$ cat config.mk
export PLATFORM = sky130hd
export DESIGN_NAME = cache
export DESIGN_NICKNAME = d
export VERILOG_FILES = /design/src/rtl/cache_pkg.sv /design/src/rtl/cache_line_store.sv /design/src/rtl/cache.sv
export SDC_FILE = /design/constraint.sdc
export NUM_CORES = 2
export LEC_CHECK = 0
export BUFFER_PORTS_ARGS = -buffer_cell sky130_fd_sc_hd__buf_2
export CAP_MARGIN = 20
export CORE_ASPECT_RATIO = 0.6
export CORE_UTILIZATION = 29
export CTS_BUF_LIST = sky130_fd_sc_hd__clkbuf_4 sky130_fd_sc_hd__clkbuf_8
export DETAILED_ROUTE_END_ITERATION = 12
export HOLD_SLACK_MARGIN = 0.05
export PLACE_DENSITY_LB_ADDON = 0.08
export SETUP_SLACK_MARGIN = 0.15
export SLEW_MARGIN = 25
export SYNTH_ARGS = -nofsm -noshare
export SYNTH_HDL_FRONTEND = slang
export SYNTH_SLANG_ARGS = --single-unit
$ cat constraint.sdc
create_clock -name clk -period 5 [get_ports clk]
set_input_delay 0.75 -clock clk [delete_from_list [all_inputs] [get_ports clk]]
set_output_delay 0.75 -clock clk [all_outputs]
set_load 0.02 [all_outputs]
$ cat src/rtl/cache_pkg.sv
// Shared types and derived geometry for the direct-mapped write-through cache.
package cache_pkg;

   localparam int DATA_W               = 32;
   localparam int DEF_CACHE_LINE_WIDTH = 4;
   localparam int DEF_TAG_WIDTH        = 24;
   localparam int DEF_ADDR_WIDTH       = 32;
   localparam int INDEX_WIDTH          = DEF_ADDR_WIDTH - DEF_TAG_WIDTH - DEF_CACHE_LINE_WIDTH;
   localparam int WORDS_PER_LINE       = 2 ** (DEF_CACHE_LINE_WIDTH - 2);

   typedef enum logic [1:0] {
      IDLE      = 2'd0,
      FILL_REQ  = 2'd1,
      FILL_DATA = 2'd2,
      WRITE     = 2'd3
   } state_t;

   function automatic int index_width(input int aw, input int tw, input int lw);
      return aw - tw - lw;
   endfunction

   function automatic int words_per_line(input int lw);
      return 2 ** (lw - 2);
   endfunction

endpackage

$ cat src/rtl/cache_line_store.sv
// Valid/tag/data arrays: one synchronous write port, two combinational read ports.
// Reads have zero latency; writes land on the rising edge and are visible the next cycle.
module cache_line_store
   import cache_pkg::*;
#(
   parameter int TAG_W  = 24,
   parameter int IDX_W  = 4,
   parameter int WORD_W = 2
) (
   input  logic              clk,
   input  logic              rst,
   input  logic              i_wr_en,
   input  logic [IDX_W-1:0]  i_wr_idx,
   input  logic [WORD_W-1:0] i_wr_word,
   input  logic [DATA_W-1:0] i_wr_dat,
   input  logic              i_line_upd,
   input  logic              i_line_vld,
   input  logic [TAG_W-1:0]  i_line_tag,
   input  logic [IDX_W-1:0]  i_rd0_idx,
   input  logic [WORD_W-1:0] i_rd0_word,
   output logic              o_rd0_vld,
   output logic [TAG_W-1:0]  o_rd0_tag,
   output logic [DATA_W-1:0] o_rd0_dat,
   input  logic [IDX_W-1:0]  i_rd1_idx,
   input  logic [WORD_W-1:0] i_rd1_word,
   output logic              o_rd1_vld,
   output logic [TAG_W-1:0]  o_rd1_tag,
   output logic [DATA_W-1:0] o_rd1_dat
);

   localparam int LINES = 2 ** IDX_W;
   localparam int WORDS = 2 ** WORD_W;

   logic [LINES-1:0]  r_valid;
   logic [TAG_W-1:0]  r_tag  [LINES];
   logic [DATA_W-1:0] r_data [LINES*WORDS];

   always_ff @(posedge clk) begin
      if (rst) begin
         r_valid <= '0;
      end else if (i_line_upd) begin
         r_valid[i_wr_idx] <= i_line_vld;
      end
   end

   always_ff @(posedge clk) begin
      if (i_line_upd && i_line_vld) begin
         r_tag[i_wr_idx] <= i_line_tag;
      end
      if (i_wr_en) begin
         r_data[{i_wr_idx, i_wr_word}] <= i_wr_dat;
      end
   end

   assign o_rd0_vld = r_valid[i_rd0_idx];
   assign o_rd0_tag = r_tag[i_rd0_idx];
   assign o_rd0_dat = r_data[{i_rd0_idx, i_rd0_word}];
   assign o_rd1_vld = r_valid[i_rd1_idx];
   assign o_rd1_tag = r_tag[i_rd1_idx];
   assign o_rd1_dat = r_data[{i_rd1_idx, i_rd1_word}];

endmodule

$ cat src/rtl/cache.sv
// Direct-mapped write-through cache with a read/write and a read-only Avalon slave.
// Read hits answer in the same cycle; misses and writes stall the requesting port via waitrequest.
module cache
   import cache_pkg::*;
#(
   parameter int CACHE_LINE_WIDTH = DEF_CACHE_LINE_WIDTH,
   parameter int TAG_WIDTH        = DEF_TAG_WIDTH,
   parameter int ADDR_WIDTH       = DEF_ADDR_WIDTH
) (
   input  logic                      clk,
   input  logic                      rst,
   input  logic [ADDR_WIDTH-1:0]     avalon_slave_address,
   input  logic                      avalon_slave_read,
   input  logic                      avalon_slave_write,
   input  logic [31:0]               avalon_slave_writedata,
   output logic [31:0]               avalon_slave_readdata,
   output logic                      avalon_slave_waitrequest,
   input  logic [ADDR_WIDTH-1:0]     avalon_rdslave_address,
   input  logic                      avalon_rdslave_read,
   output logic [31:0]               avalon_rdslave_readdata,
   output logic                      avalon_rdslave_waitrequest,
   output logic [ADDR_WIDTH-1:0]     avalon_master_address,
   output logic [CACHE_LINE_WIDTH-2:0] avalon_master_burstcount,
   output logic                      avalon_master_read,
   output logic                      avalon_master_write,
   output logic [31:0]               avalon_master_writedata,
   input  logic [31:0]               avalon_master_readdata,
   input  logic                      avalon_master_waitrequest,
   input  logic                      avalon_master_readdatavalid
);

   localparam int IDX_W  = index_width(ADDR_WIDTH, TAG_WIDTH, CACHE_LINE_WIDTH);
   localparam int WORD_W = CACHE_LINE_WIDTH - 2;
   localparam int WPL    = words_per_line(CACHE_LINE_WIDTH);
   localparam int BC_W   = CACHE_LINE_WIDTH - 1;

   state_t                r_state, w_next;
   logic [ADDR_WIDTH-1:0] r_miss_addr, w_miss_addr_nxt;
   logic [WORD_W-1:0]     r_beat;

   logic [TAG_WIDTH-1:0]  w_s_tag, w_r_tag, w_m_tag, w_s_ltag, w_r_ltag;
   logic [IDX_W-1:0]      w_s_idx, w_r_idx, w_m_idx, w_wr_idx;
   logic [WORD_W-1:0]     w_s_word, w_r_word, w_wr_word;
   logic [31:0]           w_s_dat, w_r_dat, w_wr_dat;
   logic                  w_s_vld, w_r_vld, w_s_hit, w_r_hit, w_s_rd_miss, w_r_miss;
   logic                  w_wr_en, w_line_upd, w_line_vld;
   logic                  w_unused;

   assign w_s_tag  = avalon_slave_address[ADDR_WIDTH-1 -: TAG_WIDTH];
   assign w_s_idx  = avalon_slave_address[CACHE_LINE_WIDTH +: IDX_W];
   assign w_s_word = avalon_slave_address[CACHE_LINE_WIDTH-1:2];
   assign w_r_tag  = avalon_rdslave_address[ADDR_WIDTH-1 -: TAG_WIDTH];
   assign w_r_idx  = avalon_rdslave_address[CACHE_LINE_WIDTH +: IDX_W];
   assign w_r_word = avalon_rdslave_address[CACHE_LINE_WIDTH-1:2];
   assign w_m_tag  = r_miss_addr[ADDR_WIDTH-1 -: TAG_WIDTH];
   assign w_m_idx  = r_miss_addr[CACHE_LINE_WIDTH +: IDX_W];
   assign w_unused = &{1'b0, avalon_slave_address[1:0], avalon_rdslave_address[1:0]};

   cache_line_store #(
      .TAG_W (TAG_WIDTH),
      .IDX_W (IDX_W),
      .WORD_W(WORD_W)
   ) u_store (
      .clk       (clk),
      .rst       (rst),
      .i_wr_en   (w_wr_en),
      .i_wr_idx  (w_wr_idx),
      .i_wr_word (w_wr_word),
      .i_wr_dat  (w_wr_dat),
      .i_line_upd(w_line_upd),
      .i_line_vld(w_line_vld),
      .i_line_tag(w_m_tag),
      .i_rd0_idx (w_s_idx),
      .i_rd0_word(w_s_word),
      .o_rd0_vld (w_s_vld),
      .o_rd0_tag (w_s_ltag),
      .o_rd0_dat (w_s_dat),
      .i_rd1_idx (w_r_idx),
      .i_rd1_word(w_r_word),
      .o_rd1_vld (w_r_vld),
      .o_rd1_tag (w_r_ltag),
      .o_rd1_dat (w_r_dat)
   );

   assign w_s_hit     = w_s_vld && (w_s_ltag == w_s_tag);
   assign w_r_hit     = w_r_vld && (w_r_ltag == w_r_tag);
   assign w_s_rd_miss = avalon_slave_read && !avalon_slave_write && !w_s_hit;
   assign w_r_miss    = avalon_rdslave_read && !w_r_hit;

   // A write stalls the slave until the master accepts it; reads stall only on a miss.
   assign avalon_slave_waitrequest   = avalon_slave_write
                                     ? !(r_state == WRITE && !avalon_master_waitrequest)
                                     : (avalon_slave_read && !w_s_hit);
   assign avalon_slave_readdata      = (avalon_slave_read && !avalon_slave_write && w_s_hit) ? w_s_dat : '0;
   assign avalon_rdslave_waitrequest = w_r_miss;
   assign avalon_rdslave_readdata    = (avalon_rdslave_read && w_r_hit) ? w_r_dat : '0;

   always_comb begin
      w_next                   = r_state;
      w_miss_addr_nxt          = r_miss_addr;
      w_wr_en                  = 1'b0;
      w_wr_idx                 = w_m_idx;
      w_wr_word                = r_beat;
      w_wr_dat                 = avalon_master_readdata;
      w_line_upd               = 1'b0;
      w_line_vld               = 1'b0;
      avalon_master_address    = '0;
      avalon_master_burstcount = '0;
      avalon_master_read       = 1'b0;
      avalon_master_write      = 1'b0;
      avalon_master_writedata  = '0;
      case (r_state)
         IDLE: begin
            if (avalon_slave_write) begin
               w_next = WRITE;
            end else if (w_s_rd_miss) begin
               w_next          = FILL_REQ;
               w_miss_addr_nxt = {avalon_slave_address[ADDR_WIDTH-1:CACHE_LINE_WIDTH], {CACHE_LINE_WIDTH{1'b0}}};
            end else if (w_r_miss) begin
               w_next          = FILL_REQ;
               w_miss_addr_nxt = {avalon_rdslave_address[ADDR_WIDTH-1:CACHE_LINE_WIDTH], {CACHE_LINE_WIDTH{1'b0}}};
            end
         end
         FILL_REQ: begin
            avalon_master_read       = 1'b1;
            avalon_master_address    = r_miss_addr;
            avalon_master_burstcount = BC_W'(WPL);
            if (!avalon_master_waitrequest) w_next = FILL_DATA;
         end
         FILL_DATA: begin
            // The line stays invalid until its last beat so a half-filled line never hits.
            if (avalon_master_readdatavalid) begin
               w_wr_en    = 1'b1;
               w_line_upd = 1'b1;
               w_line_vld = (r_beat == WORD_W'(WPL - 1));
               if (w_line_vld) w_next = IDLE;
            end
         end
         WRITE: begin
            avalon_master_write      = 1'b1;
            avalon_master_address    = avalon_slave_address;
            avalon_master_burstcount = BC_W'(1);
            avalon_master_writedata  = avalon_slave_writedata;
            if (!avalon_master_waitrequest) begin
               w_next    = IDLE;
               w_wr_en   = w_s_hit;
               w_wr_idx  = w_s_idx;
               w_wr_word = w_s_word;
               w_wr_dat  = avalon_slave_writedata;
            end
         end
         default: w_next = IDLE;
      endcase
      if (rst) begin
         avalon_master_address    = '0;
         avalon_master_burstcount = '0;
         avalon_master_read       = 1'b0;
         avalon_master_write      = 1'b0;
         avalon_master_writedata  = '0;
      end
   end

   always_ff @(posedge clk) begin
      if (rst) begin
         r_state     <= IDLE;
         r_miss_addr <= '0;
         r_beat      <= '0;
      end else begin
         r_state     <= w_next;
         r_miss_addr <= w_miss_addr_nxt;
         if (r_state == FILL_REQ) begin
            r_beat <= '0;
         end else if (r_state == FILL_DATA && avalon_master_readdatavalid) begin
            r_beat <= r_beat + 1'b1;
         end
      end
   end

endmodule

==> flow_summary.json <==
{
  "rsz0062_at_grt": "yes",
  "antenna_found_initial": 43,
  "r2r_cells": 15,
  "seq_area_frac_synth_pct": 63.8,
  "tightest_slew_ns": 1.10,
  "grt_pass1_wl_um": 640000,
  "whs_endpoint": "r_miss_addr[14]$_SDFFE_PP0P_",
  "leakagePower_nw": 44.6,
  "syn_nets": 5531,
  "pwr-share-clk_pct": 39.4,
  "grt_start_max_net_pins": 67,
  "gp_congestion": 0.856,
  "wire_per_inst_um": 40.3,
  "power.switching_mw": 11.9,
  "vias": 67509,
  "fin_util_pct": 35.4,
  "ant_nets": 0,
  "cts_tree": "yes",
  "die_x_um": 818,
  "grt_use_total_pct": 23.5,
  "total_power_mw": 46.2,
  "synth_edf_count": 2432,
  "netlist_area_um2": 116000,
  "clockBufferDepth": 4,
  "die_area_um2": 402000,
  "layout_common_cells": "edfxtp_1, mux4_2, clkbuf_8",
  "async_flop_share_pct": 0,
  "num-nets-final": 6438,
  "r2r_end": "r_miss_addr[27]$_SDFFE_PP0P_",
  "overflow": 0,
  "crit_type": "reg -> out",
  "synthFlopType": "edfxtp_1",
  "drive_above_1_share_pct": 48.8,
  "cp_max_fo": 22,
  "cts-root-buf": "clkbuf_8",
  "vias_per_cell": 5.64,
  "clock.fmax_ghz": 0.190,
  "reg2reg_slack_ns": 0.33,
  "clk_pin_slew_ns": 0.07,
  "seq_power_share_pct": 50.3,
  "pin_count": 270,
  "start_util_pct": 29.2,
  "cp.arrival_ns": 4.52,
  "area_growth_pct": 21.3,
  "power.density_nw_per_um2": 329,
  "maxCapViolCount": 0,
  "end_kind": "output port",
  "drc": 0,
  "dp_hpwl_um": 316000,
  "cts_buffers": 409,
  "internal-power_mw": 34.4,
  "insertion_delay_ns": 1.11,
  "hold_start": "avalon_slave_address[14]",
  "final_common_cell": "edfxtp_1",
  "startpoint_type": "flip-flop",
  "status": "complete, but fails checks",
  "worst_slack_ns": -0.274,
  "swShare_pct": 25.7,
  "cts.sinks": 2480,
  "wl_met3_um": 39200,
  "drtPass1Iterations": 5,
  "grt_pass1_vias": 67881,
  "fin_cells": 11968,
  "ir_worst_vdd_mv": 0.185,
  "wl_met2_um": 203000,
  "synth_warnings": 0,
  "slew_violations": 0,
  "synth-seq-cells": 2480,
  "failed_checks": "negative setup slack",
  "yosys.cell_types.count": 63,
  "dr.first_iter.drc_count": 8580,
  "htree_levels": 5,
  "relSlewSlack_pct": 25.9,
  "comb_power_share_pct": 10.3,
  "wl_um": 482000,
  "highest_layer": "met5",
  "io_buffers": 266,
  "required_ns": 4.25,
  "syn_avg_cell_area_um2": 21.5,
  "whs_path_depth": 4,
  "core_um2": 397000,
  "setup_viol": 65,
  "syn_inst": 5395,
  "hold_viol_final": 0,
  "r2r_start": "u_store.r_tag[0][7]$_DFFE_PP_",
  "row_count": 179,
  "fp.dieH_um": 492,
  "min_path_type": "in -> reg",
  "skew_ns": 0.0902,
  "min_period_over_period_pct": 105,
  "num-fill-cells": 36724,
  "dp.cells": 11184,
  "wl_met1_um": 229000,
  "timing.final.crit_period_ns": 5.27
}
==> synthesized netlist by cell type, types with 9 or more instances <==
cell,instances,area (µm²)
a21oi_1,56,280
a221oi_1,14,123
a22o_1,36,315
a22oi_1,50,375
a31oi_1,9,56.3
and2_1,42,263
and3_1,29,181
buf_1,88,330
buf_2,31,155
buf_4,16,120
buf_6,14,158
clkbuf_1,284,1070
dfxtp_1,48,961
edfxtp_1,2432,73000
mux2i_1,129,1290
mux4_2,1496,33700
nand2_1,176,661
nand3_1,19,95.1
nand4_1,16,100
nor2_1,123,462
nor2b_1,74,463
nor3_1,17,85.1
nor4_1,13,81.3
o21ai_0,9,45.0
o221a_1,20,225
xnor2_1,22,193
xor2_1,18,158
==> power by group through the flow <==
| stage | sequential [mW] | combinational [mW] | clock (mW) |
|---|---|---|---|
| floorplan | 23.6 | 2.51 | 0 |
| global placement | 23.7 | 4.70 | 0 |
| detailed placement | 23.7 | 4.71 | 0 |
| CTS | 23.2 | 4.77 | 18.7 |
| global route | 23.2 | 4.96 | 19.5 |
| finish | 23.2 | 4.76 | 18.2 |
==> stage by stage <==
step / TNS (ns) / instance area (µm²) / hold slack (ns) / setup WS, ns
floorplan: -143.51 / 116000 / 0.443 / -0.0886
global placement: -118.31 / 131000 / 0.478 / -0.190
detailed placement: -236.63 / 131000 / 0.486 / -0.254
CTS: -14.80 / 140000 / 0.0545 / -0.322
global route: -19.94 / 141000 / 0.115 / -0.378
finish: -11.26 / 141000 / 0.188 / -0.274
==> state kept, by name, indices dropped and copies added, names as in the netlist <==
signal,flops
u_store.r_valid,16
r_state,2
u_store.r_tag,384
r_beat,2
u_store.r_data,2048
r_miss_addr,28
==> critical path: stages, from the launching register on <==
cell,delay [ns]
edfxtp_1,0.41
mux4_2,0.50
mux2i_4,0.34
buf_6,0.16
xor2_2,0.13
nand4_1,0.26
or4_4,0.51
nand2_2,0.08
and4_4,0.23
nand3b_1,0.13
buf_6,0.17
buf_12,0.15
nor2b_1,0.16
buf_4,0.16
==> area by class of cell <==
class                           count  area [µm²]  area share (%)
Tap cell                         5339        6680            4.75
Clock buffer                      552        6800            4.83
Antenna cell                       15        37.5          0.0267
Timing Repair Buffer              929       10700            7.63
Clock inverter                    171        1080           0.769
Sequential cell                  2480       74000            52.6
Inverter                            9        41.3          0.0294
Multi-Input combinational cell   2473       41200            29.3
==> layer usage <==
layer	GRT usage, %	vias up
met3	5.07	537
met1	37.0	38071
met5	0	-
met2	33.3	3138
li1	-	25753
met4	4.29	10
==> cells by family after synthesis <==
family | count (synthesis) | share of synthesized area, %
other | 1 | 0.00324
AOI/OAI and AO/OA | 247 | 1.64
and+or+nand+nor | 554 | 2.36
xor gates and xnor gates | 40 | 0.302
buffers and inverters | 442 | 1.61
adders and majority gates | 1 | 0.0108
DFF | 2480 | 63.8
muxes | 1630 | 30.2
==> what timing repair did <==
action,CTS,global route
setup endpoints to repair,66,67
endpoints found under the hold margin,29,0
setup buffers,0,4
pin swaps,2,4
cloned,0,4
hold buffers,38,0
resized for setup,103,121
==> worst max-delay path by stage <==
stage / cells after the start / slack (ns) / start / to
4_1_cts: 12 / -0.32 / u_store.r_tag[0][7]$_DFFE_PP_ / avalon_slave_waitrequest
2_1_floorplan: 14 / -0.09 / avalon_slave_address[5] / u_store.r_data[10][0]$_DFFE_PP_
5_1_grt: 13 / -0.38 / u_store.r_tag[1][7]$_DFFE_PP_ / avalon_slave_readdata[4]
6_report: 13 / -0.27 / u_store.r_tag[0][7]$_DFFE_PP_ / avalon_slave_readdata[16]
3_5_place_dp: 14 / -0.25 / avalon_slave_address[5] / u_store.r_data[7][4]$_DFFE_PP_
3_3_place_gp: 14 / -0.19 / avalon_slave_address[5] / u_store.r_data[7][4]$_DFFE_PP_
No activity file was read; power rests on OpenSTA's default activity.
